`src/rtl/id_ex_stage.sv`:
```
// ID/EX pipeline register: load-use detection, WB write-through, flush and hold.
// Optional IDEX_STALL_CNT_EN adds a saturating load-use bubble counter (stall_cnt).
module id_ex_stage #(
  parameter int XLEN   = 32,
  parameter int CTRL_W = 16
) (
  input  logic              CLK,
  input  logic              RST,
  input  logic              hold,
  input  logic              flush,
  input  logic              ID_valid,
  input  logic [XLEN-1:0]   ID_pc,
  input  logic [4:0]        ID_rs1,
  input  logic [4:0]        ID_rs2,
  input  logic              ID_usesRs1,
  input  logic              ID_usesRs2,
  input  logic [4:0]        ID_rd,
  input  logic [XLEN-1:0]   ID_rs1_data,
  input  logic [XLEN-1:0]   ID_rs2_data,
  input  logic [XLEN-1:0]   ID_imm,
  input  logic              ID_memRead,
  input  logic              ID_writeToReg,
  input  logic [CTRL_W-1:0] ID_ctrl,
  input  logic [4:0]        WB_rd,
  input  logic [XLEN-1:0]   WB_data,
  input  logic              WB_writeToReg,
  output logic              stall,
  output logic              EX_valid,
  output logic [XLEN-1:0]   EX_pc,
  output logic [4:0]        EX_rs1,
  output logic [4:0]        EX_rs2,
  output logic [4:0]        EX_rd,
  output logic [XLEN-1:0]   EX_rs1_data,
  output logic [XLEN-1:0]   EX_rs2_data,
  output logic [XLEN-1:0]   EX_imm,
  output logic              EX_memRead,
  output logic              EX_writeToReg,
  output logic [CTRL_W-1:0] EX_ctrl
`ifdef IDEX_STALL_CNT_EN
  ,
  output logic [31:0]       stall_cnt
`endif
);

  logic lu;
  logic hit1;
  logic hit2;
  logic wt1;
  logic wt2;

  assign hit1 = ID_usesRs1 & (ID_rs1 == EX_rd);
  assign hit2 = ID_usesRs2 & (ID_rs2 == EX_rd);

  assign lu = EX_valid & EX_memRead & (EX_rd != 5'd0)
            & ID_valid & (hit1 | hit2);

  assign stall = lu & ~flush & ~hold & ~RST;

  // Same-cycle regfile write is not yet visible on the read ports
  assign wt1 = WB_writeToReg & (WB_rd != 5'd0) & (WB_rd == ID_rs1);
  assign wt2 = WB_writeToReg & (WB_rd != 5'd0) & (WB_rd == ID_rs2);

  always_ff @(posedge CLK) begin
    if (RST || (!hold && (flush || lu))) begin
      EX_valid      <= 1'b0;
      EX_pc         <= '0;
      EX_rs1        <= '0;
      EX_rs2        <= '0;
      EX_rd         <= '0;
      EX_rs1_data   <= '0;
      EX_rs2_data   <= '0;
      EX_imm        <= '0;
      EX_memRead    <= 1'b0;
      EX_writeToReg <= 1'b0;
      EX_ctrl       <= '0;
    end else if (!hold) begin
      EX_valid      <= ID_valid;
      EX_pc         <= ID_pc;
      EX_rs1        <= ID_rs1;
      EX_rs2        <= ID_rs2;
      EX_rd         <= ID_rd;
      EX_rs1_data   <= wt1 ? WB_data : ID_rs1_data;
      EX_rs2_data   <= wt2 ? WB_data : ID_rs2_data;
      EX_imm        <= ID_imm;
      EX_memRead    <= ID_valid & ID_memRead;
      EX_writeToReg <= ID_valid & ID_writeToReg;
      EX_ctrl       <= ID_ctrl;
    end
  end

`ifdef IDEX_STALL_CNT_EN
  // stall is high exactly when a load-use bubble wins this edge
  always_ff @(posedge CLK) begin
    if (RST)
      stall_cnt <= '0;
    else if (stall && (stall_cnt != 32'hFFFF_FFFF))
      stall_cnt <= stall_cnt + 32'd1;
  end
`endif

endmodule

```
`config.mk`:
```
export PLATFORM = sky130hd
export DESIGN_NAME = id_ex_stage
export DESIGN_NICKNAME = d
export VERILOG_FILES = /design/src/rtl/id_ex_stage.sv
export SDC_FILE = /design/constraint.sdc
export NUM_CORES = 1
export LEC_CHECK = 0
export ABC_AREA = 1
export BUFFER_PORTS_ARGS = -buffer_cell sky130_fd_sc_hd__buf_2
export CORE_ASPECT_RATIO = 2
export CORE_MARGIN = 2
export CORE_UTILIZATION = 35
export CTS_BUF_LIST = sky130_fd_sc_hd__clkbuf_2
export DETAILED_ROUTE_END_ITERATION = 10
export HOLD_SLACK_MARGIN = 0.06
export PLACE_DENSITY = 0.73
export SYNTH_ARGS = -nofsm -noshare
export SYNTH_HDL_FRONTEND = slang
export SYNTH_SLANG_ARGS = --single-unit
```
`constraint.sdc`:
```
create_clock -name CLK -period 2 [get_ports CLK]
set_clock_uncertainty 0.1 [all_clocks]
set_input_delay 0.3 -clock CLK [delete_from_list [all_inputs] [get_ports CLK]]
set_output_delay 0.3 -clock CLK [all_outputs]
set_load 0.005 [all_outputs]
```
**Word level (Yosys, flattened, before mapping)**

Cells that the tools add are included.

- Eq/ne operators: 4
- Reduce and logical (&&, ||, !) cells: 6
- Multiplexer cells: 2
- Bitwise operators: 18

Operators with widths:

| operator | number |
|---|---|
| $mux W32 | 2 |
| $eq A5 B5 Y1 | 4 |
| $and A1 B1 Y1 | 14 |
| $reduce_bool A5 Y1 | 2 |
| $not A1 Y1 | 3 |
| $logic_or A1 B1 Y1 | 2 |
| $logic_and A1 B1 Y1 | 1 |
| $logic_not A1 Y1 | 1 |
| $or A1 B1 Y1 | 1 |

- Input port bits: 206
- Logic and storage cells: 41
- Flip-flop bits (word level): 162

**Longest topological paths before layout**

- Depth after elaboration: 7
- Mapped depth: 11
- Mapped depth without buffers: 10

**Worst setup path before layout**

OpenSTA, ideal clock, no wires.

- Kind: reg2reg
- Start: register EX_rd[1]
- End: register EX_ctrl[13]
- Arrival time: 1.475 ns
- Buffers on the path: 2
- Setup time: 0.116 ns
- Cell stages (with the launch flop): 12
- Path slack: 0.309 ns
- Data required time: 1.784 ns
- Path through: dfxtp_1 -> inv_1 -> nand2_1 -> nand2_1 -> nor2_1 -> nand3_1 -> nand2_1 -> nand2_1 -> a21oi_2 -> buf_2 -> buf_4 -> nor2_1

- Cells in the longest elaborated chain, start to end: 7

RTL lines:

| element | RTL line | text |
|---|---|---|
| from (decl) | 32 | `output logic [4:0] EX_rd,` |
| from (signal assigned) | 81 | `EX_rd <= ID_rd;` |
| $eq A5 B5 Y1, or another cell as far along | 51 | `assign hit1 = ID_usesRs1 & (ID_rs1 == EX_rd);` |
| $and A1 B1 Y1 (on tied branches) | 51, 52, 54 |  |
| $or A1 B1 Y1 / $and A1 B1 Y1 (equally long branches) | 55 | `& ID_valid & (hit1 \| hit2);` |
| $and A1 B1 Y1 (*) | 55 |  |
| $logic_or A1 B1 Y1 (*) | 64 | `if (RST \|\| (!hold && (flush \|\| lu))) begin` |
| $logic_and A1 B1 Y1 (*) | 64 |  |
| $logic_or A1 B1 Y1 (*) | 64 |  |
| to (signal assigned) | 87 | `EX_ctrl <= ID_ctrl;` |
| to (decl) | 38 | `output logic [CTRL_W-1:0] EX_ctrl` |

Every way passes the cells marked *; elsewhere a longest branch is shown, timed or not.
A chain may end at the register's enable or synchronous reset.

**Worst setup path in the final report**

- Start: register EX_rd[2]
- End: output port stall

- Cells in the longest elaborated chain, start to end: 7

RTL lines:

| element | RTL line | text |
|---|---|---|
| $eq A5 B5 Y1, or another cell as far along | 51 |  |
| $and A1 B1 Y1 (on tied branches) | 51, 52, 54 |  |
| $or A1 B1 Y1 / $and A1 B1 Y1 (equally long branches) | 55 |  |
| $and A1 B1 Y1 (*) | 55 |  |
| $and A1 B1 Y1 (*) (3 in a row) | 57 | `assign stall = lu & ~flush & ~hold & ~RST;` |
| to (decl) | 27 | `output logic stall,` |

Marked as above.

==> results by group <==
Yosys
  – Xor-xnor portion of the synthesized cell area: 0.374%
  – Main combinational cell family by area after synthesis: simple AND/OR/NAND/NOR gates
  – Area contributors post-synth: dfxtp_1, mux2i_1, nor2_1
  – Synth Instances: a little over 900
  – Ys async rst share: 0%
  – Sequential area share after synthesis: 46.1%
  – Synth area leader: dfxtp_1
  – Top-count cell post-synth: nor2_1
  – Synth warn: 0
  – Compound-Gate Fraction of Synth Area: 1.12%
  – Commonest cells post-synth: nor2_1, nand2_1, dfxtp_1, nand3_1, mux2i_1
  – Top-area cell type share of the netlist area: 46.1%
  – FF+latch count, synth: roughly 160
  – Synth Area in Adders: 0%
  – Mean Syn Cell Area: roughly 7.7 sq um
  – Mapped Area: 7030 sq um
  – Simple-gate share of the synthesized area: 35.1%
  – Post-Syn Nets: 1124
  – Mux cell area share after synthesis: 12.2%
  – Synth Flop Type: dfxtp_1
  – Netlist cell types: 18
  – Number of synthesized flops with an enable pin: 0

Power and ir drop
  – P_leak: 6.29 nW
  – PD cells: 595 nW/um^2
  – Total power: 7.37 mW
  – Worst vdd ir: ~0.33 mV

Worst setup path
  – Reg-to-reg startpoint: EX_rd[2]
  – R2R depth: 11
  – Worst-path maximum fanout: 4
  – Worst setup path endpoint: stall
  – Critical path arrival: 1.91 ns
  – CP max stage cell: dfxtp_4
  – CP endpoint kind: primary output
  – End of the worst register-to-register path: EX_pc[7]
  – Critical path class: reg2out
  – Startpoint types: register
  – CP cell instances: inv_2 -> nand2_1 -> nand2_1 -> nor2_1 -> nand3_1 -> nand2_2 -> nand2_4 -> nor2_4 -> buf_6
  – CP max stage delay: between 0.4 and 0.5 ns
  – Crit path from: EX_rd[2]
  – R2r setup slk: approximately 0.16 ns
  – WP data required: 1.60 ns
  – Top cell by count, worst path: nand2_1

Detailed routing
  – Vias/cell: 4.92
  – DR pass1 iterations: 5
  – Drt drc: 0
  – Post-DRT Antenna Nets: 0
  – Avg WL per Cell: approximately 17 microns
  – DR iter-0 viols: 472
  – Vias: 8967
  – Routed WL: 30100 microns

Global route
  – Met3 Usage GRT: 5.33%
  – Gr busiest metal: met2
  – Total gr overflow: 0
  – GRT Overall Usage: between 20 and 30%
  – Met2 Track Usage GR: between 50 and 60%
  – Antenna violations before repair: 1
  – GR Util met1: between 20% and 30%
  – Largest net degree at the start of global routing: 128
  – Vias in the first global route: roughly 9400
  – First-pass GRT wire length: around 47000 microns

Timing
  – Final setup vio count: 1
  – Final worst path period share: 116%
  – Tmin final: 2.31 ns
  – Setup ws final: -0.310 ns
  – Endpoints failing hold: 0
  – Slew Limit Headroom: 66.6%
  – Worst-margin pin slew: 0.501 ns
  – RSZ-0062 raised after global routing: true
  – Final max-slew violation count: 0
  – Fmax: 433 MHz
  – WHS: 0.157 ns

Clock network
  – H-tree Lvls: 4
  – TritonCTS clock tree: built
  – Total CTS buffers: 17
  – Clk buf depth: 2
  – # clock sinks: 162
  – Clock Latency Late Sink: 0.74 ns
  – Clock Tree Root: clkbuf_2
  – Clock slew at reported path FFs: ~0.3 ns

Finish
  – Final Util: 62.5%
  – Finished Layout Cells: 1824
  – Multi-input logic area: 3490 sq um
  – Reg area: 3260 sq um
  – Fillers: 1519
  – P&R area growth vs syn: 76.2%
  – Fraction of layout cells with a size suffix above 1: 32.7%
  – Total Nets Final: approximately 1800

Min path
  – HP Start: flush
  – Min-delay worst type: in2reg

Run status
  – Status: complete, but fails checks
  – Failing checks: negative setup slack

Die
  – Initial Util: 35.5%
  – Cell Rows: 73
  – Die area: 21300 sq um
  – Chip Width: around 100 microns
  – Die Y: 204 microns
  – Core Box Area: 19800 sq um
  – Ports: 369

Job
  – Max cap viols: 0

Place
  – Placed Cells: 1510
  – Post-DP HPWL: approximately 17000 microns
  – Port bufs: 368
  – Pre-CTS setup slack: 0.141 ns
  – Routability cong.: 0.910
cells by family after synthesis:
logic type             count (synthesis)
XOR/XNOR                               3
AND/OR/NAND/NOR                      570
AO/OA/AOI/OAI                         14
buffers and inverters                 83
multiplexers                          86
flip-flops                           162
worst min path at each step:
stage,to,cells after the start
3_5_place_dp,EX_rs1[1],2
3_3_place_gp,EX_rs1[0],2
5_1_grt,EX_rs1[4],5
2_1_floorplan,EX_ctrl[0],2
6_report,EX_rs1[2],5
4_1_cts,EX_rd[4],5
report_power, final:
group / leakage, nW / internal, mW / total, mW / switching, mW
Sequential: 1.34 / 3.46 / 3.59 / 0.131
Clock: 0.146 / 0.522 / 1.91 / 1.39
Combinational: 4.81 / 1.04 / 1.87 / 0.826
cell type report:
class                           count  share of cell area (%)
Multi-Input combinational cell    673                    28.1
Antenna cell                        1                  0.0202
Clock inverter                     15                    1.39
Sequential cell                   162                    26.3
Inverter                           22                   0.697
Timing Repair Buffer              672                    40.1
Clock buffer                       17                   0.687
Tap cell                          262                    2.65
metal layers:
metal | vias to the layer above | part of all wire [%]
met5 | - | 0
met4 | 0 | 6.9
met3 | 142 | 6.7
met2 | 551 | 52
met1 | 4079 | 35
li1 | 4195 | -
critical path, delay by kind of cell (launching register included):
kind                   cells  cell delay (ns)
AND/OR/NAND/NOR            7             0.57
flip-flops                 1             0.44
buffers and inverters      2             0.16
flip-flops by register name, summed over array words and instances (netlist names):
| name | flops |
|---|---|
| EX_imm | 32 |
| EX_pc | 32 |
| EX_rs1_data | 32 |
| EX_rs2_data | 32 |
| EX_ctrl | 16 |
| EX_rd | 5 |
| EX_rs1 | 5 |
| EX_rs2 | 5 |
| EX_memRead | 1 |
| EX_valid | 1 |
| EX_writeToReg | 1 |
per-stage QoR:
step	cell area, sq um	setup TNS [ns]
floorplan	7030	0
global placement	9270	0
detailed placement	9270	0
CTS	12300	-0.410
global route	12400	-0.474
finish	12400	-0.310
cell usage in the layout, fill, tap and decap left out, types with 10 or more instances in the layout:
master and count:
nor2_1 184, a21oi_1 10, buf_4 16, inv_1 16, buf_2 366, mux2i_1 86, dfxtp_1 157, dlygate4sd3_1 278
clkbuf_2 17, nand2_1 179, nand3_1 133, or2_2 64, buf_12 11
timing repair:
action	4_1_cts	5_1_grt
resized for setup	9	12
hold endpoints to repair	162	0
endpoints found under the setup margin	1	1
gates cloned	0	0
setup buffers	1	2
hold buffers	278	0
pin swaps	3	6
(Power assumes the default switching activity.)
